## src/rtl/row_merge_sequencer_pkg.sv

```systemverilog
// Shared definitions for the row merge engine: widths, state codes, row helpers.
//   TILE_W/ROW_W/SCORE_W  bus widths
//   S_*                   FSM state encodings
//   get_tile/set_tile     row packing helpers (tile0 in the LSBs)
//   exp_to_score          2^(e+1) as a SCORE_W-bit value
package row_merge_sequencer_pkg;

  localparam int unsigned TILE_W  = 4;
  localparam int unsigned N_TILES = 4;
  localparam int unsigned ROW_W   = N_TILES * TILE_W;
  localparam int unsigned SCORE_W = 17;
  localparam int unsigned PTR_W   = 3;
  localparam int unsigned MC_W    = 2;

  typedef logic [TILE_W-1:0] tile_t;
  typedef logic [ROW_W-1:0]  row_t;

  localparam tile_t MAX_EXP = '1;

  localparam logic [2:0] S_IDLE     = 3'd0;
  localparam logic [2:0] S_COMPACT1 = 3'd1;
  localparam logic [2:0] S_MERGE    = 3'd2;
  localparam logic [2:0] S_COMPACT2 = 3'd3;
  localparam logic [2:0] S_DONE     = 3'd4;

  // Result payload presented on done
  typedef struct packed {
    row_t               row;
    logic               moved;
    logic [MC_W-1:0]    merge_count;
    logic [SCORE_W-1:0] score;
  } result_t;

  function automatic tile_t get_tile(input row_t row, input int unsigned idx);
    return row[idx*TILE_W +: TILE_W];
  endfunction

  function automatic row_t set_tile(input row_t row, input int unsigned idx, input tile_t v);
    row_t r;
    r = row;
    r[idx*TILE_W +: TILE_W] = v;
    return r;
  endfunction

  function automatic logic [SCORE_W-1:0] exp_to_score(input tile_t e);
    return SCORE_W'(1) << (32'(e) + 32'd1);
  endfunction

endpackage

```

## src/rtl/row_merge_sequencer_if.sv

```systemverilog
// Request/result bus of the row merge engine.
//   start/row_in                       request from the board controller
//   busy/done/row_out/moved/
//   merge_count/score_add              status and result back to the controller
interface row_merge_sequencer_if
  import row_merge_sequencer_pkg::*;
();
  logic               start;
  row_t               row_in;
  logic               busy;
  logic               done;
  row_t               row_out;
  logic               moved;
  logic [MC_W-1:0]    merge_count;
  logic [SCORE_W-1:0] score_add;

  modport master (
    output start, row_in,
    input  busy, done, row_out, moved, merge_count, score_add
  );

  modport slave (
    input  start, row_in,
    output busy, done, row_out, moved, merge_count, score_add
  );
endinterface

```

## src/rtl/row_merge_sequencer_compact_step.sv

```systemverilog
// One compaction pass over a row toward tile 0 (combinational).
//   i_row           row to compact
//   o_row_c         row with tiles from the lowest hole upward shifted down by one
//   o_compacted_c   1 when no empty tile sits below a nonzero tile (o_row_c == i_row)
module row_compact_step
  import row_merge_sequencer_pkg::*;
(
  input  row_t i_row,
  output row_t o_row_c,
  output logic o_compacted_c
);
  logic [N_TILES-1:0] w_hole;
  logic [N_TILES-1:0] w_shift;
  row_t               w_down;

  // Whole row moved one tile toward tile 0, zero fill at tile 3
  assign w_down = {TILE_W'(0), i_row[ROW_W-1:TILE_W]};

  always_comb begin
    logic nz_above;
    logic seen_hole;
    w_hole    = '0;
    w_shift   = '0;
    nz_above  = 1'b0;
    seen_hole = 1'b0;
    // A hole is an empty tile with any nonzero tile above it
    for (int i = int'(N_TILES) - 1; i >= 0; i--) begin
      w_hole[i] = (get_tile(i_row, 32'(i)) == '0) && nz_above;
      nz_above  = nz_above || (get_tile(i_row, 32'(i)) != '0);
    end
    // Every tile from the lowest hole upward takes its upper neighbour
    for (int i = 0; i < int'(N_TILES); i++) begin
      seen_hole  = seen_hole || w_hole[i];
      w_shift[i] = seen_hole;
    end
  end

  assign o_compacted_c = ~|w_hole;

  always_comb begin
    o_row_c = i_row;
    for (int i = 0; i < int'(N_TILES); i++) begin
      if (w_shift[i]) begin
        o_row_c[i*TILE_W +: TILE_W] = w_down[i*TILE_W +: TILE_W];
      end
    end
  end
endmodule

```

## src/rtl/row_merge_sequencer.sv

```systemverilog
// Multi-cycle slide-and-merge of one 4-tile 2048 row toward tile 0.
//   clk   rising-edge clock
//   rst   synchronous active-low reset
//   bus   slave side of row_merge_sequencer_if (start/row_in in; busy/done/results out)
module row_merge_sequencer
  import row_merge_sequencer_pkg::*;
(
  input logic                  clk,
  input logic                  rst,
  row_merge_sequencer_if.slave bus
);
  logic [2:0]         r_state,  w_state_nxt;
  row_t               r_work,   w_work_nxt;
  row_t               r_orig,   w_orig_nxt;
  logic [PTR_W-1:0]   r_ptr,    w_ptr_nxt;
  logic [SCORE_W-1:0] r_score,  w_score_nxt;
  logic [MC_W-1:0]    r_merges, w_merges_nxt;
  logic               r_busy,   w_busy_nxt;
  logic               r_done,   w_done_nxt;
  result_t            r_res,    w_res_nxt;

  row_t               w_compact_row;
  logic               w_compacted;
  logic [1:0]         w_idx;
  tile_t              w_cur;
  tile_t              w_nbr;
  logic               w_can_merge;

  row_compact_step u_compact (
    .i_row         (r_work),
    .o_row_c       (w_compact_row),
    .o_compacted_c (w_compacted)
  );

  // Merge candidate pair at the pointer; index wraps at 3 but is only used when ptr < 3
  assign w_idx       = r_ptr[1:0];
  assign w_cur       = get_tile(r_work, 32'(w_idx));
  assign w_nbr       = get_tile(r_work, 32'(w_idx + 2'd1));
  assign w_can_merge = (w_cur != '0) && (w_cur == w_nbr) && (w_cur != MAX_EXP);

  // State register and all datapath registers
  always_ff @(posedge clk) begin
    if (!rst) begin
      r_state  <= S_IDLE;
      r_work   <= '0;
      r_orig   <= '0;
      r_ptr    <= '0;
      r_score  <= '0;
      r_merges <= '0;
      r_busy   <= 1'b0;
      r_done   <= 1'b0;
      r_res    <= '0;
    end else begin
      r_state  <= w_state_nxt;
      r_work   <= w_work_nxt;
      r_orig   <= w_orig_nxt;
      r_ptr    <= w_ptr_nxt;
      r_score  <= w_score_nxt;
      r_merges <= w_merges_nxt;
      r_busy   <= w_busy_nxt;
      r_done   <= w_done_nxt;
      r_res    <= w_res_nxt;
    end
  end

  // Next-state and next-register logic
  always_comb begin
    w_state_nxt  = r_state;
    w_work_nxt   = r_work;
    w_orig_nxt   = r_orig;
    w_ptr_nxt    = r_ptr;
    w_score_nxt  = r_score;
    w_merges_nxt = r_merges;
    w_busy_nxt   = r_busy;
    w_done_nxt   = 1'b0;
    w_res_nxt    = r_res;

    case (r_state)
      S_IDLE: begin
        if (bus.start) begin
          w_work_nxt   = bus.row_in;
          w_orig_nxt   = bus.row_in;
          w_score_nxt  = '0;
          w_merges_nxt = '0;
          w_busy_nxt   = 1'b1;
          w_state_nxt  = S_COMPACT1;
        end
      end

      S_COMPACT1: begin
        if (!w_compacted) begin
          w_work_nxt = w_compact_row;
        end else begin
          w_ptr_nxt   = '0;
          w_state_nxt = S_MERGE;
        end
      end

      S_MERGE: begin
        if (r_ptr >= PTR_W'(3)) begin
          w_state_nxt = S_COMPACT2;
        end else if (w_can_merge) begin
          // Skip past the freshly merged tile so it cannot merge again this move
          w_work_nxt   = set_tile(set_tile(r_work, 32'(w_idx), w_cur + TILE_W'(1)),
                                  32'(w_idx + 2'd1), '0);
          w_score_nxt  = r_score + exp_to_score(w_cur);
          w_merges_nxt = r_merges + MC_W'(1);
          w_ptr_nxt    = r_ptr + PTR_W'(2);
        end else begin
          w_ptr_nxt = r_ptr + PTR_W'(1);
        end
      end

      S_COMPACT2: begin
        if (!w_compacted) begin
          w_work_nxt = w_compact_row;
        end else begin
          w_state_nxt = S_DONE;
        end
      end

      S_DONE: begin
        w_res_nxt.row         = r_work;
        w_res_nxt.moved       = (r_work != r_orig);
        w_res_nxt.merge_count = r_merges;
        w_res_nxt.score       = r_score;
        w_done_nxt            = 1'b1;
        w_busy_nxt            = 1'b0;
        w_state_nxt           = S_IDLE;
      end

      default: begin
        w_busy_nxt  = 1'b0;
        w_state_nxt = S_IDLE;
      end
    endcase
  end

  assign bus.busy        = r_busy;
  assign bus.done        = r_done;
  assign bus.row_out     = r_res.row;
  assign bus.moved       = r_res.moved;
  assign bus.merge_count = r_res.merge_count;
  assign bus.score_add   = r_res.score;
endmodule
```

## src/flat_wrapper.sv

```systemverilog
// flat-port wrapper written by rule: the top's interface ports become plain ports
module row_merge_sequencer_flat import row_merge_sequencer_pkg::*;
  (clk, rst, bus_start, bus_row_in, bus_busy, bus_done, bus_row_out, bus_moved, bus_merge_count, bus_score_add);
  row_merge_sequencer_if bus_i ();
  input logic clk;
  input logic rst;
  input wire logic [$bits(bus_i.start)-1:0] bus_start;
  input wire logic [$bits(bus_i.row_in)-1:0] bus_row_in;
  output wire logic [$bits(bus_i.busy)-1:0] bus_busy;
  output wire logic [$bits(bus_i.done)-1:0] bus_done;
  output wire logic [$bits(bus_i.row_out)-1:0] bus_row_out;
  output wire logic [$bits(bus_i.moved)-1:0] bus_moved;
  output wire logic [$bits(bus_i.merge_count)-1:0] bus_merge_count;
  output wire logic [$bits(bus_i.score_add)-1:0] bus_score_add;
  assign bus_i.start = bus_start;
  assign bus_i.row_in = bus_row_in;
  assign bus_busy = bus_i.busy;
  assign bus_done = bus_i.done;
  assign bus_row_out = bus_i.row_out;
  assign bus_moved = bus_i.moved;
  assign bus_merge_count = bus_i.merge_count;
  assign bus_score_add = bus_i.score_add;
  row_merge_sequencer u_core (.clk(clk), .rst(rst), .bus(bus_i));
endmodule
```

## config.mk

```make
export PLATFORM = sky130hd
export DESIGN_NAME = row_merge_sequencer_flat
export DESIGN_NICKNAME = d
export VERILOG_FILES = /design/src/rtl/row_merge_sequencer_pkg.sv /design/src/rtl/row_merge_sequencer_if.sv /design/src/rtl/row_merge_sequencer_compact_step.sv /design/src/rtl/row_merge_sequencer.sv /design/src/flat_wrapper.sv
export SDC_FILE = /design/constraint.sdc
export NUM_CORES = 1
export LEC_CHECK = 0
export ABC_AREA = 1
export CORE_MARGIN = 4
export CORE_UTILIZATION = 58
export CTS_CLUSTER_SIZE = 25
export DETAILED_ROUTE_END_ITERATION = 10
export PLACE_DENSITY = 0.83
export SLEW_MARGIN = 10
export SYNTH_ARGS = -nofsm -noshare
export SYNTH_HDL_FRONTEND = slang
export SYNTH_HIERARCHICAL = 1
export SYNTH_SLANG_ARGS = --single-unit
export TNS_END_PERCENT = 30
```

## constraint.sdc

```tcl
create_clock -name clk -period 4.55 [get_ports clk]
set_input_delay 0.455 -clock clk [delete_from_list [all_inputs] [get_ports clk]]
set_output_delay 0.455 -clock clk [all_outputs]
set_load 0.005 [all_outputs]
```

# Yosys cells after proc, flatten, opt, wreduce, memory -nomap -nowiden
# Index checks and enable logic that the tools add are counted.
# op_classes
n_bitwise	1
n_mul	0
add_sub_neg	9
shift	7
div_mod_pow	0
muxes	31
eq_ne	17
n_reduce_logical	31
n_lt_le_gt_ge	1
# op_table
operator	n
$shift A4 B34 Y16 const A	2
$mux W16	4
$mux W17	3
$pmux W16 S3	1
$neg A32 Y34	1
$neg A4 Y34	1
$pmux W17 S2	1
$shiftx A4 B34 Y16	1
$shiftx A4 B34 Y16 const A	1
$shiftx A16 B33 Y4	1
$bwmux W16	2
$shl A1 B32 Y17 const A	1
$mux W3	7
$reduce_and A6 Y1	3
$add A17 B17 Y17	1
$mux W4	4
$ne A16 B16 Y1	1
$reduce_bool A4 Y1	4
$shiftx A16 B5 Y4	1
$logic_not A4 Y1	3
$ne A2 B1 Y1 const B	6
$pmux W3 S4	1
$ne A2 B2 Y1 const B	4
$reduce_and A4 Y1	2
other kinds (27)	41
# totals
ramBits	0
output_inout_bits	38
mem_bits_ro	0
reg_bits	95
mem_count	0
input_bits	19
latch_bits	0
wordCells	111

# Depth between registers and ports, before layout
# depth
ltp_word	9
ltp_mapped	25
ltp_nobuf	23

# Hierarchy
# The synthesis kept the hierarchy.
# modules_own_cells
mod	area_per_inst_um2	instances	cells_per_inst	seq_area_each_um2
row_merge_sequencer	5783.0	1	865	1901.8
row_compact_step	304.0	1	68	0.0

# Least setup slack after synthesis
# OpenSTA, ideal clock, no wires.
# synth_timing
path_kind	register to register
from	register u_core.r_ptr[0]
to	register u_core.r_score[13]
synth_period_minus_slack_ps	3354
n_path_buf	2
path_slack_ps	1196
required_ps	4418
setup_ps	132
arrival_time_ps	3222
path_stages_with_launch	20
path_cell_list	dfxtp_1 buf_4 nor2_1 o21ai_2 inv_1 ha_1 inv_1 nand2_1 nand2_1 buf_1 nand3_1 nor2_1 ha_1 a21oi_1 o21ai_0 a21oi_1 nand2_1 or2_2 nand3_1 a21oi_1
# synth_between
elab_chain_cells	7
word_cells_on_any_way	18
classes_between	add/sub (3); order compare (1); eq/ne (4); shift (3); mux (3); reduce/logical (4)
# synth_rtl
element	line_no	rtl
start: declaration	row_merge_sequencer.sv:15	logic [PTR_W-1:0] r_ptr, w_ptr_nxt;
start signal: assignment	row_merge_sequencer.sv:57	r_ptr <= w_ptr_nxt;
$shiftx A16 B5 Y4 or $add A2 B1 Y3 (tied branches)	row_merge_sequencer_pkg.sv:35, row_merge_sequencer.sv:38	
$add A4 B1 Y5 or $shiftx A16 B33 Y4 (tied branches)	row_merge_sequencer_pkg.sv:46, row_merge_sequencer_pkg.sv:35	
$shl A1 B32 Y17 or $eq A4 B4 Y1 (tied branches)	row_merge_sequencer_pkg.sv:46, row_merge_sequencer.sv:39	
$add A17 B17 Y17 or $logic_and A1 B1 Y1 (tied branches)	row_merge_sequencer.sv:106, row_merge_sequencer.sv:39	
$mux W17 or $logic_and A1 B1 Y1 (tied branches)	row_merge_sequencer.sv:102, row_merge_sequencer.sv:39	
$mux W17 or $ne A2 B1 Y1 (tied branches)	n/a	
$pmux W17 S2 or $reduce_and A4 Y1 (tied branches)	n/a	
end signal: assignment	row_merge_sequencer.sv:58	r_score <= w_score_nxt;
end: declaration	row_merge_sequencer.sv:16	logic [SCORE_W-1:0] r_score, w_score_nxt;
# Several ways; a longest one is shown, not always the timed one. The select of a mux whose other input is x is not followed.
# A chain may end at the register's enable or synchronous reset.

# Worst setup path after layout
# layout_timing
from	register u_core.r_ptr[1]
to	register u_core.r_score[13]
# Same word-level chain as after synthesis.

==> results.yml <==
pwr:
  peakVddDrop_v: 0.000446
  power_w: 0.00445
  power.static_leakage_nw: 3.15
  p_per_area_nw_per_um2: 647
critical_path:
  worstSetupStartpointType: "flop"
  worstSetupPathType: "flop to flop"
  critPathRequiredTime_ns: 4.79
  r2r_cells: 16
  rr_startpoint: "u_core/r_ptr[1]$_SDFFE_PN0P_"
  reg2reg_slack_ns: 0.59
  worstPathMaxFanout: 17
  crit_end: "u_core/r_score[13]$_SDFFE_PN0P_"
  cp-end-kind: "flop"
  critical_path_arrival_ns: 4.20
  critPathLaunch: "u_core/r_ptr[1]$_SDFFE_PN0P_"
  r2r-end: "u_core/r_score[13]$_SDFFE_PN0P_"
synthesis:
  ys_ff_latch: 95
  synth_edf_count: 0
  netlist_area_um2: 6090
  synth_seq_area_share_pct: 31.2
  synth_cell_types: 43
  synth_area_leader_cell: "dfxtp_1"
  syn_nets: 985
  syn_avg_cell_area_um2: 6.52
  synthCells: 933
  async_flop_share_pct: 0
  synth-main-ff-cell: "dfxtp_1"
  synth-warning-count: 6
  ys_top_cells_by_area: "dfxtp_1 (31%), nand2_1 (13%), nor2_1 (9.6%), ha_1 (6.6%), o21ai_0 (6.2%)"
  yosysTopAreaCellShare_pct: 31.2
drt:
  drc_errors: 0
  drt_first_pass_iters: 5
  post_drt_wl_per_cell_um: 15.4
  first_iter_violations: 812
  ant_nets: 0
  vias_per_cell: 5.65
  wirelength_um: 17200
  vias: 6295
clock_tree:
  path_clk_slew_ns: 0.10
  tritoncts: "yes"
  cts_buffer_depth: 2
  clkSinkCount: 95
  postCtsSetupRepairBufs: 0
  h-tree-depth: 3
  worstSkewPairLatency_ns: 0.37
  cts-root-buf: "clkbuf_8"
  post_cts_resize_count: 0
  hold_buffers: 0
  numCtsBuffers: 9
die:
  initial_core_util_pct: 59.2
  core_area_um2: 10300
  die_h_um: 110
  fp.dieArea_um2: 12200
  pin_count: 57
  rows: 37
  die_w_um: 110
timing:
  fin_tns_setup_ns: 0
  fmax_mhz: 252
  finalSetupViolations: 0
  rsz0062_at_grt: "false"
  fin_skew_ns: 0.0149
  layout_worst_path_cycle_share_pct: 87.0
  slew_headroom_pct: 18.9
  tightestPinTransition_ns: 1.21
  final_max_slew_viol_count: 0
  min_period_ns: 3.96
  final_hold_viol_count: 0
layout:
  nets: 1026
  nFillCells: 941
  layout-drive-gt1-share_pct: 6.74
  final_util_pct: 66.9
  area_delta_synth_final_pct: 13.0
  seqCellArea_um2: 1900
  final_area_um2: 6880
  diodes: 0
  multi_input_area_um2: 3680
placement:
  numPortBuffers: 56
  placed_area_um2: 6690
  gp_congestion: 0.997
  dp_hpwl_um: 12600
grt:
  grt_max_degree: 69
  use_met3_pct: 5.04
  grt_pass1_vias: 5553
  grt_pass1_wl_um: 27900
  grt_use_total_pct: 27.4
  grt.busiest_layer: "met1"
  grt.met2_usage_pct: 40.3
  grt_antenna_before_repair: 0
  overflow: 0
  use_met1_pct: 40.9
status:
  status: "completed"
run:
  max_cap_violations: 0
min_path:
  hp-class: "flop to flop"
  min_path_cells: 2
Yosys cell counts, types with 7 or more instances:
| cell type | instances |
|---|---|
| nand2_1 | 203 |
| nor2_1 | 156 |
| dfxtp_1 | 95 |
| inv_1 | 79 |
| o21ai_0 | 76 |
| a21oi_1 | 75 |
| nand3_1 | 65 |
| ha_1 | 32 |
| clkbuf_1 | 21 |
| nor3_1 | 14 |
| a22oi_1 | 10 |
| xor2_1 | 10 |
| o21ai_1 | 8 |
| or2_2 | 7 |
routing by layer:
metal  part of all wire (%)  wire length [um]  vias up
li1                       -                 -     3148
met5                      0                 0        -
met2                     41              7060      295
met4                    1.5               266        0
met1                     47              8110     2831
met3                     10              1740       21
sequential cells by signal (all words and copies together) (netlist names):
register / count
u_core/bus.done: 1
u_core/r_merges: 2
u_core/r_orig: 16
u_core/r_state: 3
u_core/r_ptr: 3
u_core/bus.score_add: 17
u_core/bus.busy: 1
u_core/bus.merge_count: 2
u_core/r_work: 16
u_core/r_score: 17
u_core/bus.moved: 1
u_core/bus.row_out: 16
layout by cell type (no fill, tap or decap), types with 4 or more instances in the layout:
| master | synthesis | final |
|---|---|---|
| nand2_1 | 203 | 203 |
| nor2_1 | 156 | 155 |
| dfxtp_1 | 95 | 95 |
| inv_1 | 79 | 79 |
| o21ai_0 | 76 | 76 |
| a21oi_1 | 75 | 75 |
| nand3_1 | 65 | 65 |
| clkdlybuf4s50_1 | 0 | 55 |
| ha_1 | 32 | 32 |
| nor3_1 | 14 | 13 |
| a22oi_1 | 10 | 10 |
| xor2_1 | 10 | 10 |
| clkbuf_8 | 0 | 9 |
| o21ai_1 | 8 | 8 |
| buf_4 | 4 | 8 |
| or2_2 | 7 | 7 |
| inv_2 | 6 | 6 |
| nand4_1 | 6 | 6 |
| xnor2_1 | 6 | 6 |
| nand3_2 | 5 | 5 |
| nand2_2 | 5 | 5 |
| nand2_4 | 5 | 5 |
| nor4_1 | 5 | 5 |
| nor2_2 | 4 | 5 |
| clkinv_4 | 0 | 4 |
through the flow:
stage | cells | hold slack [ns] | worst slack [ns]
after floorplan | 933 | 0.444 | 1.20
after global placement | 1099 | 0.455 | 0.793
after detailed placement | 1099 | 0.462 | 0.698
after CTS | 1115 | 0.476 | 0.679
after global routing | 1115 | 0.514 | 0.132
final | 1115 | 0.478 | 0.589
report_power, final:
group / total, W / switching [W] / internal, W
logic: 0.00272 / 0.00185 / 0.000867
clock network: 0.000543 / 0.000333 / 0.000210
registers: 0.00119 / 0.000199 / 0.000995
critical path, cell delays in order, from the launching register on:
cell	delay (ns)
dfxtp_1	0.70
inv_2	0.27
nand3_1	0.15
nand2_1	0.16
nor2_1	0.18
nand3_1	0.12
nand2_1	0.40
inv_1	0.26
nor3_1	0.27
ha_1	0.34
a21oi_1	0.22
o21ai_0	0.13
a21oi_1	0.13
nand2_1	0.09
or2_2	0.27
nand3_1	0.08
a21oi_1	0.06
cell type report:
| cell class | instances | share of cell area, % |
|---|---|---|
| clock buffer | 9 | 1.80 |
| clock inverter | 7 | 0.946 |
| inverter | 85 | 4.64 |
| multi-input combinational | 719 | 53.5 |
| sequential | 95 | 27.6 |
| tap | 136 | 2.47 |
| timing repair buffer | 64 | 8.95 |
how the worst min path moves through the flow:
stage / endpoint / from / slack (ns)
final: u_core/r_orig[13]$_SDFFE_PN0P_ / u_core/r_orig[13]$_SDFFE_PN0P_ / 0.48
after floorplan: u_core/r_orig[13]$_SDFFE_PN0P_ / u_core/r_orig[13]$_SDFFE_PN0P_ / 0.44
after CTS: u_core/r_orig[13]$_SDFFE_PN0P_ / u_core/r_orig[13]$_SDFFE_PN0P_ / 0.48
after global routing: u_core/r_orig[6]$_SDFFE_PN0P_ / u_core/r_orig[6]$_SDFFE_PN0P_ / 0.51
after detailed placement: u_core/r_orig[13]$_SDFFE_PN0P_ / u_core/r_orig[13]$_SDFFE_PN0P_ / 0.46
after global placement: u_core/r_orig[13]$_SDFFE_PN0P_ / u_core/r_orig[13]$_SDFFE_PN0P_ / 0.46
cells by family (layout without fill, tap and decap cells):
kind of cell | Yosys count | count (layout) | share of synthesized area (%)
xor gates and xnor gates | 16 | 16 | 2.30
adders and majority gates | 33 | 33 | 6.91
buffers and inverters | 119 | 165 | 8.37
DFF | 95 | 95 | 31.2
and+or+nand+nor | 481 | 481 | 34.0
AOI/OAI and AO/OA | 189 | 189 | 17.2
No activity file was read; power rests on OpenSTA's default activity.
